--- src/rtl/uart_pkg.sv ---
// Shared UART definitions: receive FSM state type, frame geometry and a
// 2-of-3 majority helper used when UART_RECV_MAJORITY_EN is defined.
package uart_pkg;

    typedef enum logic [1:0] {
        IDLE  = 2'd0,
        START = 2'd1,
        DATA  = 2'd2,
        STOP  = 2'd3
    } uart_rx_state_t;

    localparam int UART_DATA_W    = 8;
    localparam int UART_STOP_BITS = 1;

    function automatic logic maj3(input logic a, input logic b, input logic c);
        return (a & b) | (a & c) | (b & c);
    endfunction

endpackage

--- src/rtl/uart_rx_sync.sv ---
// Two-flop synchronizer for asynchronous inputs; resets to 1 so an idle-high
// line never produces a spurious falling edge out of reset.
module uart_rx_sync (
    input  logic clk,
    input  logic rst_n,
    input  logic din,
    output logic dout
);

    logic meta_r;

    // Metastability filter: two back-to-back flops.
    always_ff @(posedge clk or negedge rst_n) begin
        if (!rst_n) begin
            meta_r <= 1'b1;
            dout   <= 1'b1;
        end else begin
            meta_r <= din;
            dout   <= meta_r;
        end
    end

endmodule

--- src/rtl/uart_recv.sv ---
// 8N1 UART receiver with OVERSAMPLE clocks per bit. Define
// UART_RECV_MAJORITY_EN to take every sample as a 2-of-3 majority vote.
module uart_recv
    import uart_pkg::*;
#(
    parameter int OVERSAMPLE = 16
) (
    input  logic       sys_clk,
    input  logic       sys_reset_n,
    input  logic       uart_rx,
    output logic [7:0] o_recv_data,
    output logic       o_recv_data_en,
    output logic       o_frame_err,
    output logic       uart_busy
);

    localparam int                CNT_W    = $clog2(OVERSAMPLE);
    localparam logic [CNT_W-1:0]  CNT_HALF = CNT_W'(OVERSAMPLE / 2 - 1);
    localparam logic [CNT_W-1:0]  CNT_LAST = CNT_W'(OVERSAMPLE - 1);
    localparam logic [CNT_W-1:0]  CNT_ONE  = CNT_W'(1);
    localparam logic [CNT_W-1:0]  CNT_ZERO = CNT_W'(0);
    localparam logic [2:0]        LAST_BIT = 3'(UART_DATA_W - 1);

    logic                   rx_s;
    logic                   rx_d;
    logic                   sample_s;
    uart_rx_state_t         state_r;
    logic [CNT_W-1:0]       cnt_r;
    logic [2:0]             bit_idx_r;
    logic [UART_DATA_W-1:0] shift_r;

    uart_rx_sync u_sync (
        .clk  (sys_clk),
        .rst_n(sys_reset_n),
        .din  (uart_rx),
        .dout (rx_s)
    );

`ifdef UART_RECV_MAJORITY_EN
    logic [1:0] hist_r;

    // Two previous rx_s values; together with the live value they form the vote window.
    always_ff @(posedge sys_clk or negedge sys_reset_n) begin
        if (!sys_reset_n) begin
            hist_r <= 2'b11;
        end else begin
            hist_r <= {hist_r[0], rx_s};
        end
    end

    assign sample_s = maj3(rx_s, hist_r[0], hist_r[1]);
`else
    assign sample_s = rx_s;
`endif

    // Frame FSM with edge detector, bit timing and registered outputs.
    always_ff @(posedge sys_clk or negedge sys_reset_n) begin
        if (!sys_reset_n) begin
            state_r        <= IDLE;
            cnt_r          <= CNT_ZERO;
            bit_idx_r      <= 3'd0;
            shift_r        <= {UART_DATA_W{1'b0}};
            rx_d           <= 1'b1;
            o_recv_data    <= 8'h00;
            o_recv_data_en <= 1'b0;
            o_frame_err    <= 1'b0;
            uart_busy      <= 1'b0;
        end else begin
            rx_d           <= rx_s;
            o_recv_data_en <= 1'b0;
            o_frame_err    <= 1'b0;
            case (state_r)
                IDLE: begin
                    cnt_r <= CNT_ZERO;
                    if (rx_d && !rx_s) begin
                        state_r   <= START;
                        uart_busy <= 1'b1;
                    end else begin
                        uart_busy <= 1'b0;
                    end
                end
                START: begin
                    if (cnt_r == CNT_HALF) begin
                        cnt_r <= CNT_ZERO;
                        if (!sample_s) begin
                            state_r   <= DATA;
                            bit_idx_r <= 3'd0;
                        end else begin
                            // Line already back high at mid start bit: a glitch.
                            state_r   <= IDLE;
                            uart_busy <= 1'b0;
                        end
                    end else begin
                        cnt_r <= cnt_r + CNT_ONE;
                    end
                end
                DATA: begin
                    if (cnt_r == CNT_LAST) begin
                        cnt_r     <= CNT_ZERO;
                        shift_r   <= {sample_s, shift_r[UART_DATA_W-1:1]};
                        bit_idx_r <= bit_idx_r + 3'd1;
                        if (bit_idx_r == LAST_BIT) begin
                            state_r <= STOP;
                        end else begin
                            state_r <= DATA;
                        end
                    end else begin
                        cnt_r <= cnt_r + CNT_ONE;
                    end
                end
                STOP: begin
                    if (cnt_r == CNT_LAST) begin
                        cnt_r     <= CNT_ZERO;
                        state_r   <= IDLE;
                        uart_busy <= 1'b0;
                        if (sample_s) begin
                            o_recv_data    <= shift_r;
                            o_recv_data_en <= 1'b1;
                        end else begin
                            o_frame_err <= 1'b1;
                        end
                    end else begin
                        cnt_r <= cnt_r + CNT_ONE;
                    end
                end
                default: begin
                    state_r   <= IDLE;
                    cnt_r     <= CNT_ZERO;
                    uart_busy <= 1'b0;
                end
            endcase
        end
    end

endmodule

--- config.mk ---
export PLATFORM = sky130hd
export DESIGN_NAME = uart_recv
export DESIGN_NICKNAME = d
export VERILOG_FILES = /design/src/rtl/uart_pkg.sv /design/src/rtl/uart_rx_sync.sv /design/src/rtl/uart_recv.sv
export SDC_FILE = /design/constraint.sdc
export NUM_CORES = 1
export LEC_CHECK = 0
export BUFFER_PORTS_ARGS = -buffer_cell sky130_fd_sc_hd__buf_2
export CAP_MARGIN = 20
export CELL_PAD_IN_SITES_DETAIL_PLACEMENT = 1
export CELL_PAD_IN_SITES_GLOBAL_PLACEMENT = 1
export CORE_UTILIZATION = 46
export DETAILED_ROUTE_END_ITERATION = 10
export GPL_TIMING_DRIVEN = 1
export HOLD_SLACK_MARGIN = 0.08
export PLACE_DENSITY = 0.83
export SKIP_LAST_GASP = 1
export SYNTH_ARGS = -nofsm -noshare
export SYNTH_HDL_FRONTEND = slang
export SYNTH_SLANG_ARGS = --single-unit
export TNS_END_PERCENT = 100
--- constraint.sdc ---
create_clock -name sys_clk -period 2.1 [get_ports sys_clk]
set_input_delay 0.42 -clock sys_clk [delete_from_list [all_inputs] [get_ports sys_clk]]
set_output_delay 0.42 -clock sys_clk [all_outputs]
set_load 0.03 [all_outputs]
* Word level (Yosys, flattened, before mapping)
Index checks and enable logic that the tools add are counted.
** Cells by class
- Add/subtract/negate cells :: 2
- Equality and inequality tests :: 12
- Mux-type cells :: 25
- Reduce and logical (&&, ||, !) cells :: 11
** Operator list (number)
- 4-bit case mux with 3 select lines :: 1
- 4-bit AND reduction :: 3
- 1-bit two-way mux :: 11
- 2-bit two-way mux :: 5
- 2-bit != test (second input constant) :: 5
- 3-bit two-way mux :: 3
- 4-bit two-way mux :: 2
- 2-bit case mux with 4 select lines :: 1
- 3-bit case mux with 2 select lines :: 1
- 4-bit by 1-bit adder with 4-bit output (second input constant) :: 1
- 2-bit == test (second input constant) :: 2
- 4-bit by 3-bit == test with 1-bit output (second input constant) :: 1
- 4-bit == test (second input constant) :: 1
- 3-bit by 1-bit adder with 3-bit output (second input constant) :: 1
- 3-bit == test (second input constant) :: 1
- 1-bit case mux with 3 select lines :: 1
- 3-bit AND reduction :: 1
- 3-bit nonzero test :: 1
- 2-bit by 1-bit == test with 1-bit output (second input constant) :: 1
- 2-bit logical NOT :: 1
- 2-bit by 1-bit != test with 1-bit output (second input constant) :: 1
- 2-bit AND reduction :: 1
- 2-bit nonzero test :: 1
- 2-bit OR reduction :: 1
- 2 further kinds :: 2
** Word-level totals
- Flip-flop bits (word level) :: 31
- Input port bits :: 3
- Output and inout bits :: 11

* Longest topological paths before layout
Gate-level depths: netlist of the first run.
- Depth in word-level cells :: 4
- Depth in mapped cells :: 5

* Hierarchy
Synthesis of the first run repeated with hierarchy kept, for this count alone.
** Unflattened totals
- Cell total of the unflattened synthesis :: 93
- Area total of the unflattened synthesis :: 1297.5 µm²
** By module, submodules not included
- uart_recv :: times used 1, cells an instance 91, area each 1244.9 µm²
- uart_rx_sync :: times used 1, cells an instance 2, area each 52.6 µm²

* Worst setup path before layout of the first run
No wires, ideal clock.
- Path kind :: register -> register
- Start :: register cnt_r[0]
- End :: register o_recv_data[0]
- Setup time :: 0.125 ns
- Data arrival time :: 1.470 ns
- Slack :: 0.505 ns
- Cell stages (with the launch flop) :: 5
- Buffers on the path :: 0
- Period minus slack after synthesis :: 1.595 ns
- Cell sequence :: dfrtp_1 ha_1 nand2_2 nor3_4 mux2_2
** On the way
- Cells in the longest elaborated chain, start to end :: 2
** Ends and longest elaborated chain
- from (decl) :: RTL line uart_recv.sv:28 : logic [CNT_W-1:0] cnt_r;
- from (signal assigned) :: RTL line uart_recv.sv:94 : cnt_r <= cnt_r + CNT_ONE;
- from (signal assigned) :: RTL line uart_recv.sv:108 : cnt_r <= cnt_r + CNT_ONE;
- from (signal assigned) :: RTL line uart_recv.sv:123 : cnt_r <= cnt_r + CNT_ONE;
- 4-bit == test :: RTL line uart_recv.sv:112 : if (cnt_r == CNT_LAST) begin
- 3-bit AND reduction (no source line)
- to (signal assigned) :: RTL line uart_recv.sv:117 : o_recv_data <= shift_r;
- to (decl) :: RTL line uart_recv.sv:11 : output logic [7:0] o_recv_data,
No other way between the ends.
A chain may end at the register's enable or synchronous reset.

* Final worst setup path of the first run
- Start :: register cnt_r[0]
- End :: register o_recv_data[3]
Same word-level chain as after synthesis.

==> results of run 1 <==
## final timing paths
check,slack (ns),cells after the start,end,from
setup / recovery,0.25,4,o_recv_data[3],cnt_r[0]
hold / removal,0.11,1,o_recv_data_en,sys_reset_n
setup reg to reg,0.25,4,o_recv_data[3],cnt_r[0]
hold reg to reg,0.37,0,u_sync.dout,u_sync.meta_r
max in group asynchronous,1.54,1,shift_r[5],sys_reset_n
min in group sys_clk,0.19,1,u_sync.meta_r,uart_rx
## power breakdown
part           switching [uW]  internal, uW
clock network             189           245
registers                 106           667
logic                     167           133
total                     462          1050
## layer usage
metal  track usage, %  up-vias  share of wire, %
li1                 -      369                 -
met1            24.52      391                46
met2            26.71       15                47
met3            9.290        6               4.9
met4            10.00        0               2.1
met5                0        -                 0
## layout make-up
cell class | instances | share of cell area (%)
clock buffers | 6 | 2.840
clock inverters | 1 | 2.065
inverters | 2 | 0.5164
multi-input cells | 56 | 32.87
flip-flops and latches | 31 | 53.61
well taps | 30 | 2.582
repair buffers | 15 | 5.508
## state kept, by name (all words and copies together), names as in the netlist, 3 cells and up, named ones only
signal,cells
o_recv_data,8
shift_r,8
cnt_r,4
bit_idx_r,3
## per-stage QoR
step	std cells	total power, uW	hold WS, ns	utilization (%)
after floorplan	94	1003	0.1244	-
after global placement	134	1059	0.3460	53.85
after detailed placement	134	1082	0.3550	53.85
after CTS	141	1531	0.1184	56.63
after global routing	141	1600	0.1326	56.63
final	141	1507	0.1127	56.63
## logic make-up (layout without fill, tap and decap cells)
group | count (synthesis) | in the layout | share of synthesized area, %
fa+ha+maj | 3 | 3 | 2.913
xor+xnor | 1 | 1 | 0.6797
simple gates | 18 | 18 | 8.933
mux | 18 | 18 | 15.63
flops | 31 | 31 | 60.49
compound gates | 16 | 16 | 8.934
buf+inv | 7 | 24 | 2.426
## synth_stat cells, drive strengths merged
library cell	count	share of area (%)
a211oi	1	0.58
a21o	1	0.58
a21oi	4	1.6
a221o	1	0.78
a22o	3	2.0
a311oi	1	0.68
a31oi	1	0.49
and3	1	0.49
buf	3	1.2
clkbuf	2	0.68
dfrtp	28	54
dfstp	3	6.1
ha	3	2.9
inv	2	0.58
mux2	17	15
mux2i	1	0.78
nand2	4	1.4
nand2b	1	0.49
nand3	1	0.39
nand3b	2	1.2
nor2	3	0.87
nor2b	1	0.49
nor3	2	1.7
o21ai	1	0.39
o22ai	1	0.49
o31a	1	0.68
o32ai	1	0.68
or2b	1	0.58
or3b	1	0.68
or4b	1	0.78
xnor2	1	0.68
==> results.ini, run 1 <==
[cells_and_area]
final_common_cell = dfrtp_1
fill_cells = 270
multi_input_comb_area_um2 = 478.0
register_area_um2 = 779.5
syn_to_final_growth_pct = 12.82
drive_gt1_share_pct = 39.64
final_nets = 117
design_area_mm2 = 0.001454
insertedDiodeCount = 0
final_cell_mix = dfrtp_1, mux2_2, buf_2

[power_and_ir_drop]
p_leak_uw = 0.0007373
power.density_mw_per_mm2 = 1037
vdd_drop_max_mv = 0.6852

[die]
dieArea_mm2 = 0.003017
initial_core_util_pct = 50.19
core-area_mm2 = 0.002567
io_pins = 14
die_width_um = 54.93
rows = 18
die_h_um = 54.93

[global_route]
grt_pass1_vias = 791
track_usage_pct = 19.21
grt_max_degree = 32
antenna_found_initial = 0
gr-total-overflow = 0
grt_pass1_wl_um = 3808

[place]
place_ws_ns = 0.2722
place_hpwl_um = 1526
port_buffers = 13
placed_area_mm2 = 0.001383
gp_congestion = 0.7179

[critical_path]
cp_cell_sequence = ha_1 -> nand2_2 -> nor3_4 -> mux2_2
crit_family = simple AND/OR/NAND/NOR gates
worstPathRequired_ns = 2.31
cp.arrival_ns = 2.06
critPathLaunchType = flip-flop
worstSetupPathType = flip-flop to flip-flop
worst-path-buf-inv = 0
slowest_stage = nor3_4
cp-end-kind = flip-flop
cp_slowest_stage_delay_ns = 0.46
worstPathMaxFanout = 9

[cts]
htree_levels = 2
cts_hold_buffers = 0
cts_buffers = 5
path_clk_slew_ns = 0.10
clock-sinks = 31
cts_tree = done
cts_setup_buffers = 0
root_buffer = clkbuf_4
ctsResizeCount = 0
insertion_delay_ns = 0.33
clock_path_buffers = 2

[sta]
finalClockSkew_ns = 0.01486
min_period_ns = 1.850
drv_slew = 0
setup_viol = 0
period_share_pct = 88.08
final_critical_path_setup_slack_ns = 0.2504
hold_viol_final = 0
setup_tns_ns = 0
rsz0062_at_grt = false
tightestPinTransition_ns = 0.6745
max_slew_margin_pct = 55.03
fmax_mhz = 540.7

[run]
cap_violations = 0

[detailed_routing]
wire_per_inst_um = 16.26
via_per_inst = 5.539
route.detailed.drc = 0
drtPass1Iterations = 4
vias = 781
drt_first_iter_violations = 10
wl_um = 2292
antenna_left = 0

[run_status]
status = complete, no violations

[synthesis]
post_synth_num_cell_types = 34
postSynthCellCount = 94
synth.cell_area_mm2 = 0.001289
synth_nets = 100
avgSynthCellArea_um2 = 13.71
synth_seq_cells = 31
ys_seq_area_share_pct = 60.49
yosys_warnings = 0

[hold_path]
hp-class = primary input to async pin

Power figures use the tool's default switching activity.
==> inputs of run 2 (changes only) <==
clock period = 1.8 ns   (was 2.1 ns; I/O delays follow)
==> results.ini, run 2 (synthesized netlist as in run 1, its figures left out) <==
[run_status]
status = complete, no violations

[detailed_routing]
route.detailed.drc = 0
antenna_left = 0
vias = 812
via_per_inst = 5.524
wl_um = 2493
wire_per_inst_um = 16.96
drt_first_iter_violations = 10
drtPass1Iterations = 4

[cells_and_area]
final_util_pct = 58.24
reg_top3 = o_recv_data: 8 flops, shift_r: 8 flops, cnt_r: 4 flops
drive_gt1_share_pct = 42.74
insertedDiodeCount = 0
final_cell_mix = dfrtp_1, mux2_2, buf_2
syn_to_final_growth_pct = 16.02
final_nets = 122
final_common_cell = dfrtp_1

[power_and_ir_drop]
p_leak_uw = 0.0007613
power.combinational.fraction_pct = 25.4
netSwitchingFraction_pct = 32.31
vdd_drop_max_mv = 0.9104
internal-power_uw = 1198
power.density_mw_per_mm2 = 1184
clockPowerShare_pct = 26.3
power.switching_uw = 571.8
seqPwrFrac_pct = 48.4

[die]
core-area_mm2 = 0.002567
initial_core_util_pct = 50.19
rows = 18
dieArea_mm2 = 0.003017
die_h_um = 54.93
io_pins = 14
die_width_um = 54.93

[global_route]
gr-total-overflow = 0
grt_max_degree = 32
antenna_found_initial = 0
grt_pass1_vias = 806
track_usage_pct = 20.64
grt_pass1_wl_um = 3967

[cts]
ctsResizeCount = 0
clock-sinks = 31
insertion_delay_ns = 0.34
cts_buffers = 5
path_clk_slew_ns = 0.09
root_buffer = clkbuf_4
cts_setup_buffers = 0
htree_levels = 2
clock_path_buffers = 2
cts_tree = done

[sta]
tightestPinTransition_ns = 0.6639
finalClockSkew_ns = 0.003767
setup_viol = 0
hold_viol_final = 0
drv_slew = 0
min_period_ns = 1.603
setup_tns_ns = 0
period_share_pct = 89.03
fmax_mhz = 624.0
max_slew_margin_pct = 55.74
rsz0062_at_grt = false

[critical_path]
cp.arrival_ns = 1.83
cp-end-kind = flip-flop
worstPathMaxFanout = 9
worstPathRequired_ns = 2.02
critPathLaunchType = flip-flop
worstSetupPathType = flip-flop to flip-flop

[place]
port_buffers = 13
place_hpwl_um = 1661
gp_congestion = 0.7946

[hold_path]
hp-class = primary input to flip-flop

[run]
cap_violations = 0

==> run 2: path summary, 6_finish.rpt <==
path / from / to / slack (ns) / cells past startpoint
min: uart_rx / u_sync.meta_r / 0.11 / 1
max reg2reg: cnt_r[0] / o_recv_data[5] / 0.20 / 5
max: cnt_r[0] / o_recv_data[5] / 0.20 / 5
min reg2reg: u_sync.meta_r / u_sync.dout / 0.37 / 0
min in group asynchronous: sys_reset_n / uart_busy / 0.58 / 2
max in group asynchronous: sys_reset_n / cnt_r[0] / 0.79 / 2
==> run 2: timing repair <==
action                     4_1_cts  5_1_grt
hold buffers                     1        0
setup endpoints to repair        0        0
hold endpoints to repair        28        0
==> run 2: metal layers <==
| metal | wire, um | global-route usage (%) | part of all wire [%] |
|---|---|---|---|
| met1 | 1080 | 24.69 | 43 |
| met2 | 1243 | 32.33 | 50 |
| met3 | 125 | 9.016 | 5.0 |
| met4 | 44 | 8.750 | 1.8 |
| met5 | 0 | 0 | 0 |
==> run 2: cell type report <==
cell class	instances	area [um2]
fillers	278	1072
clock buffers	7	65.06
clock inverters	1	7.507
inverters	2	7.507
repair buffers	20	120.1
multi-input cells	56	478.0
flip-flops and latches	31	779.5
well taps	30	37.54
==> run 2: metrics by stage <==
| step | hold WS, ns | cell area, um2 | total power, uW | setup WS [ns] | instances |
|---|---|---|---|---|---|
| global route | 0.08955 | 1495 | 1877 | 0.1251 | 147 |
| finish | 0.1110 | 1495 | 1770 | 0.1975 | 147 |
| detailed placement | 0.3553 | 1413 | 1300 | 0.2093 | 138 |
| CTS | 0.09389 | 1495 | 1783 | 0.1929 | 147 |
| floorplan | 0.06441 | 1289 | 1170 | 0.2049 | 94 |
| global placement | 0.3462 | 1413 | 1285 | 0.2944 | 138 |
==> run 2: power by group through the flow <==
| stage | registers, uW | logic, uW | clock network, uW |
|---|---|---|---|
| after floorplan | 855 | 315 | 0 |
| after global placement | 857 | 427 | 0 |
| after detailed placement | 863 | 438 | 0 |
| after CTS | 853 | 450 | 479 |
| after global routing | 869 | 503 | 505 |
| final | 856 | 449 | 465 |
==> run 2: critical path: stages, from the launching register on <==
cell     delay, ns
dfrtp_1       0.41
ha_1          0.21
nand2_2       0.11
nor3_4        0.20
buf_4         0.20
mux2_2        0.35
==> inputs of run 3 (changes only) <==
RECOVER_POWER = 25   (was unset)
==> results.ini, run 3 (synthesized netlist as in run 1, its figures left out) <==
[detailed_routing]
antenna_left = 0
wl_um = 2494
drt_first_iter_violations = 10
vias = 813
route.detailed.drc = 0
via_per_inst = 5.531
drtPass1Iterations = 4
wire_per_inst_um = 16.97

[critical_path]
worstPathRequired_ns = 2.02
cp-end-kind = flip-flop
rr_worst_depth = 4
cp_cell_sequence = nand2_1 -> nor3_4 -> buf_4 -> mux2_2
crit_family = flip-flops
path_depth = 4
reg2reg_setup_slack_ns = 0.17
cp_slowest_stage_delay_ns = 0.68
critPathLaunchType = flip-flop
worstSetupPathType = flip-flop to flip-flop
worstPathMaxFanout = 9
worst-path-buf-inv = 1
cp.arrival_ns = 1.85
slowest_stage = dfstp_1

[run]
cap_violations = 0

[cells_and_area]
syn_to_final_growth_pct = 16.02
final_nets = 122
final_cell_mix = dfrtp_1, mux2_2, buf_2
final_common_cell = dfrtp_1
drive_gt1_share_pct = 41.88
reg_top3 = o_recv_data: 8 flops, shift_r: 8 flops, cnt_r: 4 flops
insertedDiodeCount = 0

[cts]
root_buffer = clkbuf_4
path_clk_slew_ns = 0.09
cts_tree = done
cts_setup_buffers = 0
clock-sinks = 31
clock_path_buffers = 2
cts_buffers = 5
ctsResizeCount = 0
htree_levels = 2
insertion_delay_ns = 0.34

[sta]
tightestPinTransition_ns = 0.7391
drv_slew = 0
hold_viol_final = 0
finalClockSkew_ns = 0.003727
period_share_pct = 90.33
setup_tns_ns = 0
rsz0062_at_grt = false
fmax_mhz = 615.0
setup_viol = 0
min_period_ns = 1.626
max_slew_margin_pct = 50.72
final_critical_path_setup_slack_ns = 0.1740

[die]
io_pins = 14
die_h_um = 54.93
initial_core_util_pct = 50.19
dieArea_mm2 = 0.003017
die_width_um = 54.93
rows = 18
core-area_mm2 = 0.002567

[place]
gp_congestion = 0.7946
port_buffers = 13
place_ws_ns = 0.2093
place_hpwl_um = 1661

[hold_path]
worstHoldPathCells = 1
hp-class = primary input to flip-flop

[power_and_ir_drop]
vdd_drop_max_mv = 0.9112
power.total_uw = 1770
power.density_mw_per_mm2 = 1183
p_leak_uw = 0.0007610

[global_route]
antenna_found_initial = 0
gr-total-overflow = 0
grt_pass1_vias = 806
grt_pass1_wl_um = 3967
track_usage_pct = 20.64
grt_max_degree = 32

[run_status]
status = complete, no violations

-- run 3: changes by cell type in the layout (fill, tap and decap cells not counted), sizes merged --
cell	before	now
buf	19	18
clkbuf	7	8
-- run 3: final timing paths --
path / to / startpoint
min in group asynchronous: uart_busy / sys_reset_n
max in group asynchronous: cnt_r[0] / sys_reset_n
worst min register to register: u_sync.dout / u_sync.meta_r
worst max-delay path: o_recv_data[5] / u_sync.dout
worst min-delay path: u_sync.meta_r / uart_rx
worst max register to register: o_recv_data[5] / u_sync.dout
-- run 3: repair_timing --
| item | 4_1_cts | 5_1_grt |
|---|---|---|
| endpoints found under the hold margin | 28 | 0 |
| hold buffers | 1 | 0 |
| endpoints found under the setup margin | 0 | 0 |
-- run 3: layer usage --
layer / wire, um / track usage [%] / part of all wire, % / up-vias
met2: 1244 / 32.33 / 50 / 15
li1: - / - / - / 380
met4: 44 / 8.750 / 1.8 / 0
met5: 0 / 0 / 0 / -
met3: 125 / 9.016 / 5.0 / 5
met1: 1080 / 24.69 / 43 / 413
-- run 3: through the flow --
stage / hold WS, ns / area (um2) / utilization, % / instances
3_5_place_dp: 0.3553 / 1413 / 55.02 / 138
4_1_cts: 0.09389 / 1495 / 58.24 / 147
6_report: 0.1110 / 1495 / 58.24 / 147
3_3_place_gp: 0.3462 / 1413 / 55.02 / 138
5_1_grt: 0.08960 / 1495 / 58.24 / 147
2_1_floorplan: 0.06441 / 1289 / - / 94
-- run 3: layout make-up --
type,count,area (um2)
well taps,30,37.54
flip-flops and latches,31,779.5
clock buffers,7,65.06
fillers,278,1072
clock inverters,1,7.507
multi-input cells,56,478.0
repair buffers,20,120.1
inverters,2,7.507
-- run 3: where the power goes --
part           total (uW)  internal, uW  leakage [uW]  switching, uW
logic                 449           191      0.000319            258
clock network         466           228     0.0000375            238
registers             855           778      0.000405           77.0
total                1770          1200      0.000761            572
